--- config.mk ---
export PLATFORM = sky130hd
export DESIGN_NAME = idma_legalizer_arbiter
export DESIGN_NICKNAME = d
export VERILOG_FILES = /design/src/rtl/idma_arb_pkg.sv /design/src/rtl/idma_legalizer_id_fifo.sv /design/src/rtl/idma_legalizer_arbiter.sv
export SDC_FILE = /design/constraint.sdc
export NUM_CORES = 1
export LEC_CHECK = 0
export ABC_AREA = 1
export ABC_CLOCK_PERIOD_IN_PS = 4700
export CAP_MARGIN = 10
export CORE_MARGIN = 2
export CORE_UTILIZATION = 50
export DETAILED_ROUTE_END_ITERATION = 6
export GPL_TIMING_DRIVEN = 0
export PLACE_DENSITY = 0.71
export SYNTH_ARGS = -nofsm -noshare
export SYNTH_HDL_FRONTEND = slang
export SYNTH_SLANG_ARGS = --single-unit
--- constraint.sdc ---
create_clock -name clk_i -period 4.7 [get_ports clk_i]
set_input_delay 0.94 -clock clk_i [delete_from_list [all_inputs] [get_ports clk_i]]
set_output_delay 0.94 -clock clk_i [all_outputs]
set_load 0.05 [all_outputs]
--- src/rtl/idma_arb_pkg.sv ---
// Shared types and helpers for the iDMA legalizer arbiter.
// The optional priority feature is enabled with IDMA_ARB_PRIO_EN.
package idma_arb_pkg;

   typedef enum logic [1:0] {
      ARB   = 2'd0,
      HOLD  = 2'd1,
      STALL = 2'd2
   } arb_state_e;

   localparam int unsigned OnehotW = 32;

   // One-hot of id, or zero when id is outside the requester range.
   function automatic logic [OnehotW-1:0] onehot(input int unsigned id, input int unsigned num_req);
      logic [OnehotW-1:0] v;
      if ((id < num_req) && (id < OnehotW)) begin
         v = {{(OnehotW-1){1'b0}}, 1'b1} << id;
      end else begin
         v = {OnehotW{1'b0}};
      end
      return v;
   endfunction

endpackage

--- src/rtl/idma_legalizer_id_fifo.sv ---
// Owner-ID FIFO for in-flight legalizer transfers, plus its protocol checker.
// Exposes the one-hot OR of all live IDs so a kill can report every aborted owner.
module idma_legalizer_id_fifo_chk (
   input logic clk,
   input logic rst,
   input logic push,
   input logic pop,
   input logic full,
   input logic empty
);

   // A completion without an outstanding transfer means the legalizer and arbiter disagree.
   a_no_pop_empty : assert property (@(posedge clk) disable iff (rst) !(pop && empty))
      else $error("id_fifo: pop while empty");

   // The arbiter never issues more transfers than it can track.
   a_no_push_full : assert property (@(posedge clk) disable iff (rst) !(push && full && !pop))
      else $error("id_fifo: push while full");

endmodule

module idma_legalizer_id_fifo
   import idma_arb_pkg::*;
#(
   parameter int unsigned Depth   = 4,
   parameter int unsigned IdWidth = 2,
   parameter int unsigned NumIds  = 4,
   parameter int unsigned CntW    = $clog2(Depth + 1)
) (
   input  logic               clk,
   input  logic               rst,
   input  logic               flush,
   input  logic               push,
   input  logic [IdWidth-1:0] id_in,
   input  logic               pop,
   output logic               full,
   output logic               empty,
   output logic [IdWidth-1:0] head,
   output logic [CntW-1:0]    count,
   output logic [NumIds-1:0]  live_mask
);

   localparam int unsigned PtrW = (Depth > 1) ? $clog2(Depth) : 1;

   logic [IdWidth-1:0] mem [Depth];
   logic [PtrW-1:0]    wr_ptr;
   logic [PtrW-1:0]    rd_ptr;
   logic               do_push;
   logic               do_pop;
   logic [PtrW:0]      slot;

   function automatic logic [PtrW-1:0] ptr_inc(input logic [PtrW-1:0] p);
      logic [PtrW-1:0] n;
      if (p == PtrW'(Depth - 1)) begin
         n = '0;
      end else begin
         n = p + PtrW'(1);
      end
      return n;
   endfunction

   assign full    = (count == CntW'(Depth));
   assign empty   = (count == '0);
   assign head    = mem[rd_ptr];
   assign do_push = push & ~full;
   assign do_pop  = pop & ~empty;

   // Storage, pointers and occupancy.
   always_ff @(posedge clk) begin
      if (rst) begin
         wr_ptr <= '0;
         rd_ptr <= '0;
         count  <= '0;
         for (int i = 0; i < int'(Depth); i++) begin
            mem[i] <= '0;
         end
      end else if (flush) begin
         wr_ptr <= '0;
         rd_ptr <= '0;
         count  <= '0;
      end else begin
         if (do_push) begin
            mem[wr_ptr] <= id_in;
            wr_ptr      <= ptr_inc(wr_ptr);
         end
         if (do_pop) begin
            rd_ptr <= ptr_inc(rd_ptr);
         end
         count <= count + CntW'(do_push) - CntW'(do_pop);
      end
   end

   // OR of one-hot owners over the occupied slots, oldest first.
   always_comb begin
      live_mask = '0;
      slot      = '0;
      for (int k = 0; k < int'(Depth); k++) begin
         slot = {1'b0, rd_ptr} + (PtrW+1)'(k);
         slot = (slot >= (PtrW+1)'(Depth)) ? (slot - (PtrW+1)'(Depth)) : slot;
         live_mask = live_mask |
                     ((CntW'(k) < count) ? NumIds'(onehot(32'(mem[slot[PtrW-1:0]]), NumIds)) : '0);
      end
   end

   idma_legalizer_id_fifo_chk u_chk (
      .clk   (clk),
      .rst   (rst),
      .push  (push),
      .pop   (pop),
      .full  (full),
      .empty (empty)
   );

endmodule

--- src/rtl/idma_legalizer_arbiter.sv ---
// Round-robin arbiter sharing one iDMA legalizer among NumReq request sources.
// Define IDMA_ARB_PRIO_EN to add prio_i: high-priority requesters win round-robin among themselves.
module idma_legalizer_arbiter
   import idma_arb_pkg::*;
#(
   parameter int unsigned NumReq         = 4,
   parameter int unsigned MaxOutstanding = 4,
   parameter type         idma_req_t     = logic,
   parameter int unsigned IdWidth        = $clog2(NumReq)
) (
   input  logic              clk_i,
   input  logic              rst_i,
   input  idma_req_t         req_i [NumReq],
   input  logic [NumReq-1:0] valid_i,
`ifdef IDMA_ARB_PRIO_EN
   input  logic [NumReq-1:0] prio_i,
`endif
   output logic [NumReq-1:0] ready_o,
   output idma_req_t         leg_req_o,
   output logic              leg_valid_o,
   input  logic              leg_ready_i,
   input  logic              leg_last_i,
   input  logic              kill_i,
   output logic [NumReq-1:0] done_o,
   output logic [NumReq-1:0] aborted_o,
   output logic              busy_o
);

   localparam int unsigned CntW = $clog2(MaxOutstanding + 1);

   arb_state_e         state;
   arb_state_e         state_next;
   logic [IdWidth-1:0] rr;
   logic [IdWidth-1:0] rr_next;
   logic [IdWidth-1:0] leg_id;
   logic [IdWidth-1:0] winner;
   logic [IdWidth:0]   slot;
   logic [IdWidth:0]   winner_inc;
   logic [NumReq-1:0]  cand;
   logic [NumReq-1:0]  done_next;
   logic [NumReq-1:0]  aborted_next;
   logic               found;
   logic               grant;
   logic               may_grant;
   logic               push;
   logic               pop;
   logic               full_after;

   logic               fifo_full;
   logic               fifo_empty;
   logic [IdWidth-1:0] fifo_head;
   logic [CntW-1:0]    fifo_count;
   logic [NumReq-1:0]  fifo_live;

   assign leg_valid_o = (state == HOLD);
   assign busy_o      = leg_valid_o | ~fifo_empty;

   // Grant decision, winner search and next-state logic.
   always_comb begin
      push = leg_valid_o & leg_ready_i & ~kill_i;
      pop  = leg_last_i & ~kill_i;

      if (fifo_full) begin
         full_after = ~pop | push;
      end else begin
         full_after = push & ~pop & (fifo_count == CntW'(MaxOutstanding - 1));
      end

      may_grant = ~kill_i & ~full_after &
                  ((state == ARB) | ((state == HOLD) & leg_ready_i));

`ifdef IDMA_ARB_PRIO_EN
      cand = (|(valid_i & prio_i)) ? (valid_i & prio_i) : valid_i;
`else
      cand = valid_i;
`endif

      found  = 1'b0;
      winner = '0;
      slot   = '0;
      for (int i = 0; i < int'(NumReq); i++) begin
         slot = {1'b0, rr} + (IdWidth+1)'(i);
         slot = (slot >= (IdWidth+1)'(NumReq)) ? (slot - (IdWidth+1)'(NumReq)) : slot;
         if (!found && cand[slot[IdWidth-1:0]]) begin
            found  = 1'b1;
            winner = slot[IdWidth-1:0];
         end else begin
            found  = found;
         end
      end

      grant      = may_grant & found;
      ready_o    = grant ? NumReq'(onehot(32'(winner), NumReq)) : '0;
      winner_inc = {1'b0, winner} + (IdWidth+1)'(1);
      rr_next    = (winner_inc == (IdWidth+1)'(NumReq)) ? '0 : winner_inc[IdWidth-1:0];

      done_next    = pop ? NumReq'(onehot(32'(fifo_head), NumReq)) : '0;
      aborted_next = kill_i ? (fifo_live | (leg_valid_o ? NumReq'(onehot(32'(leg_id), NumReq)) : '0))
                            : '0;

      state_next = state;
      if (kill_i) begin
         state_next = ARB;
      end else begin
         case (state)
            ARB: begin
               state_next = grant ? HOLD : ARB;
            end
            HOLD: begin
               if (leg_ready_i) begin
                  state_next = grant ? HOLD : (full_after ? STALL : ARB);
               end else begin
                  state_next = HOLD;
               end
            end
            STALL: begin
               state_next = pop ? ARB : STALL;
            end
            default: begin
               state_next = ARB;
            end
         endcase
      end
   end

   // State, output register, rr pointer and completion/abort pulses.
   always_ff @(posedge clk_i) begin
      if (rst_i) begin
         state     <= ARB;
         rr        <= '0;
         leg_id    <= '0;
         leg_req_o <= '0;
         done_o    <= '0;
         aborted_o <= '0;
      end else begin
         state     <= state_next;
         done_o    <= done_next;
         aborted_o <= aborted_next;
         if (grant) begin
            leg_req_o <= req_i[winner];
            leg_id    <= winner;
            rr        <= rr_next;
         end
      end
   end

   idma_legalizer_id_fifo #(
      .Depth   (MaxOutstanding),
      .IdWidth (IdWidth),
      .NumIds  (NumReq),
      .CntW    (CntW)
   ) u_id_fifo (
      .clk       (clk_i),
      .rst       (rst_i),
      .flush     (kill_i),
      .push      (push),
      .id_in     (leg_id),
      .pop       (pop),
      .full      (fifo_full),
      .empty     (fifo_empty),
      .head      (fifo_head),
      .count     (fifo_count),
      .live_mask (fifo_live)
   );

endmodule

==> results.toml <==
[synth]
synth-seq-area-share = 0.325
ys_seq_elements = 32
yosysUniqueCellTypes = 36
synth_cells = 312
synth_nets = 336
async_reset_ff_frac = 0
synthFlopType = "dfxtp_1"
avgSynthCellArea_um2 = 7.11
synth-edff-count = 8
ys_warn_count = 0
syn_area_um2 = 2220

[floorplan]
die_x_um = 70.6
core-area_um2 = 4320
die_h_um = 70.6
initial_utilization = 0.513
ioPinCount = 28
dieArea_um2 = 4980
row_count = 24

[pwr]
p_sw_uw = 537
ir_worst_vdd_uv = 316
p_int_uw = 646
powerDensity_nw_per_um2 = 446
clkPwrFrac = 0.194
switching_share = 0.454
p_leak_nw = 1.16
comb_power_share = 0.535
power_frac_seq = 0.271
power_mw = 1.18

[drt]
wire_per_inst_um = 11.4
route.detailed.drc = 0
drt.antenna.violating_nets = 0
vias = 2031
dr.first_iter.drc_count = 82
firstDrtPassIters = 4
drt_wl_total_um = 4560
viasPerCell = 5.09

[setup_path]
worstPathRequired_ns = 3.76
cp_data_arrival_time_ns = 3.37
startpoint_type = "input pin"
r2r-start = "u_id_fifo.count[2]$_SDFF_PP0_"
path_class = "in -> out"
rr_worst_depth = 9
cp_slowest_stage_delay_ns = 0.81
endpoint_kind = "output pin"
path_max_fanout = 5
critPathSlowestCell = "clkdlybuf4s50_1"
r2r-end = "u_id_fifo.count[2]$_SDFF_PP0_"
regToRegSetupSlack_ns = 2.47
cp_cell_sequence = "clkdlybuf4s50_1 -> inv_1 -> nand2_1 -> nand3_2 -> a21boi_0 -> nand2_1 -> nand2_1 -> nand2_2 -> inv_1 -> ha_1 -> inv_1 -> nor2_1 -> clkdlybuf4s50_1"

[global_route]
grt_pass1_vias = 1826
grt_overflow_total = 0
antenna_found_initial = 0
track_usage = 0.195
grt_max_degree = 11
grt_first_pass_wirelength_um = 7800

[hold_path]
min_path_cells = 1
worstHoldPathType = "reg -> reg"
hold_path_end = "state[0]$_SDFF_PP0_"
hold_start = "state[1]$_SDFF_PP0_"

[layout]
num-fill-cells = 420
stdcell_count = 399
areaGrowthSynthToFinish_pct = 19.6
drive_above_1_share = 0.159
multi_input_area_um2 = 1280
insertedDiodeCount = 0
seq_area_um2 = 721
nets = 370

[clocking]
cts-hold-fix-buffers = 0
cts_setup_buffers = 0
path_clk_slew_ns = 0.06
root_buffer = "clkbuf_8"
ctsResizeCount = 0
tritoncts = "done"
cts_buffers = 5
cts_sinks = 32
ctsLongestPathBuffers = 2
clock_latency_ns = 0.28
cts_htree_levels = 2

[sta]
fin_worst_skew_ns = 0.00714
finalSetupViolCount = 0
timing.hold.ws_ns = 0.470
period_minus_slack_ns = 4.31
fmax_ghz = 0.232
finalCritPeriodShare = 0.917
worst_pin_slew_ns = 0.502
fin_ws_ns = 0.388
relSlewSlack = 0.664
drv_slew = 0
hold_viol_final = 0
grt_setup_unrepaired = "false"
tns_ns = 0

[place]
dp_cells = 391
io_buffers = 27
pre_cts_slack_ns = 0.386
dp_hpwl_um = 3670
gp_congestion = 0.878

[run_status]
run_status = "finished clean"

[flow_run]
drv_cap = 0
[worst max-delay path: cells and delay by family]
family | cells | cell delay [ns]
buffers and inverters | 5 | 1.48
AO/OA/AOI/OAI | 1 | 0.23
AND/OR/NAND/NOR | 6 | 0.57
adder cells (fa/ha/maj) | 1 | 0.16
[how the worst max path moves through the flow]
stage | start | endpoint | slack, ns
floorplan | valid_i[0] | ready_o[0] | 1.27
global placement | valid_i[0] | ready_o[0] | 0.43
detailed placement | valid_i[2] | ready_o[0] | 0.39
CTS | valid_i[2] | ready_o[0] | 0.37
global route | valid_i[1] | ready_o[2] | 0.13
finish | valid_i[0] | ready_o[1] | 0.39
[registers in the layout, indices dropped and copies added (netlist names), named ones only]
name and count:
u_id_fifo.mem 8, aborted_o 4, done_o 4, u_id_fifo.count 3
leg_id 2, state 2, u_id_fifo.rd_ptr 2, u_id_fifo.wr_ptr 2
leg_req_o 1, rr 1
[synth_stat cells (2+ instances only)]
master    count  area [µm²]
o21ai_2       5        43.8
nand3_1      24         120
nor2_1       27         101
o211ai_1      2        15.0
a31oi_1       2        12.5
nor2_4        2        22.5
nand2_1      70         263
edfxtp_1      8         240
ha_1         10         125
a21oi_1      17        85.1
inv_4         2        12.5
nor3_1       11        55.1
nand2_4       5        56.3
o21ai_1       5        25.0
nor3_2        2        20.0
o31ai_1       2        15.0
nand4_1       2        12.5
inv_1        43         161
nor2_2        5        31.3
buf_6         2        22.5
nand2_2      10        62.6
dfxtp_1      24         480
o21ai_0      10        50.1
nand3_2       6        60.1
inv_2         5        18.8
[kinds of logic (layout without fill, tap and decap cells)]
| logic type | Yosys count | after routing | share of synthesized area |
|---|---|---|---|
| buf+inv | 53 | 88 | 0.0993 |
| compound gates | 48 | 48 | 0.132 |
| fa+ha+maj | 11 | 11 | 0.0655 |
| xor+xnor | 1 | 1 | 0.00395 |
| flops | 32 | 32 | 0.325 |
| simple gates | 167 | 167 | 0.374 |
[final cells by class]
cell class                 instances  area share
multi-input combinational        227       0.481
sequential                        32       0.272
timing repair buffer              27       0.102
inverter                          50      0.0726
clock buffer                       8      0.0377
tap                               52      0.0245
buffer                             3      0.0104
[metrics by stage]
stage | util | area, µm²
after CTS | 0.613 | 2650
after global routing | 0.613 | 2650
after global placement | 0.590 | 2550
after floorplan | - | 2220
after detailed placement | 0.590 | 2550
final | 0.613 | 2650
[cell usage in the layout, fill, tap and decap left out, types with 2 or more instances in the layout]
cell type / n
a21oi_1: 17
a31oi_1: 2
buf_6: 2
clkbuf_8: 7
clkdlybuf4s50_1: 27
dfxtp_1: 24
edfxtp_1: 8
ha_1: 10
inv_1: 43
inv_2: 5
inv_4: 2
nand2_1: 70
nand2_2: 10
nand2_4: 5
nand3_1: 24
nand3_2: 6
nand4_1: 2
nor2_1: 27
nor2_2: 5
nor2_4: 2
nor3_1: 11
nor3_2: 2
o211ai_1: 2
o21ai_0: 10
o21ai_1: 5
o21ai_2: 5
o31ai_1: 2
[power by group through the flow]
| stage | clock network (mW) | logic [mW] | registers, mW |
|---|---|---|---|
| floorplan | 0 | 0.480 | 0.340 |
| CTS | 0.235 | 0.637 | 0.321 |
| finish | 0.230 | 0.634 | 0.320 |
| detailed placement | 0 | 0.632 | 0.326 |
| global placement | 0 | 0.622 | 0.325 |
| global route | 0.246 | 0.704 | 0.323 |
[metal layers]
metal	up-vias	routed length (µm)	global-route usage
li1	1078	-	-
met5	-	0	0
met4	0	50	0.0692
met3	4	164	0.0442
met1	910	2120	0.251
met2	39	2230	0.326
(Power assumes the default switching activity.)
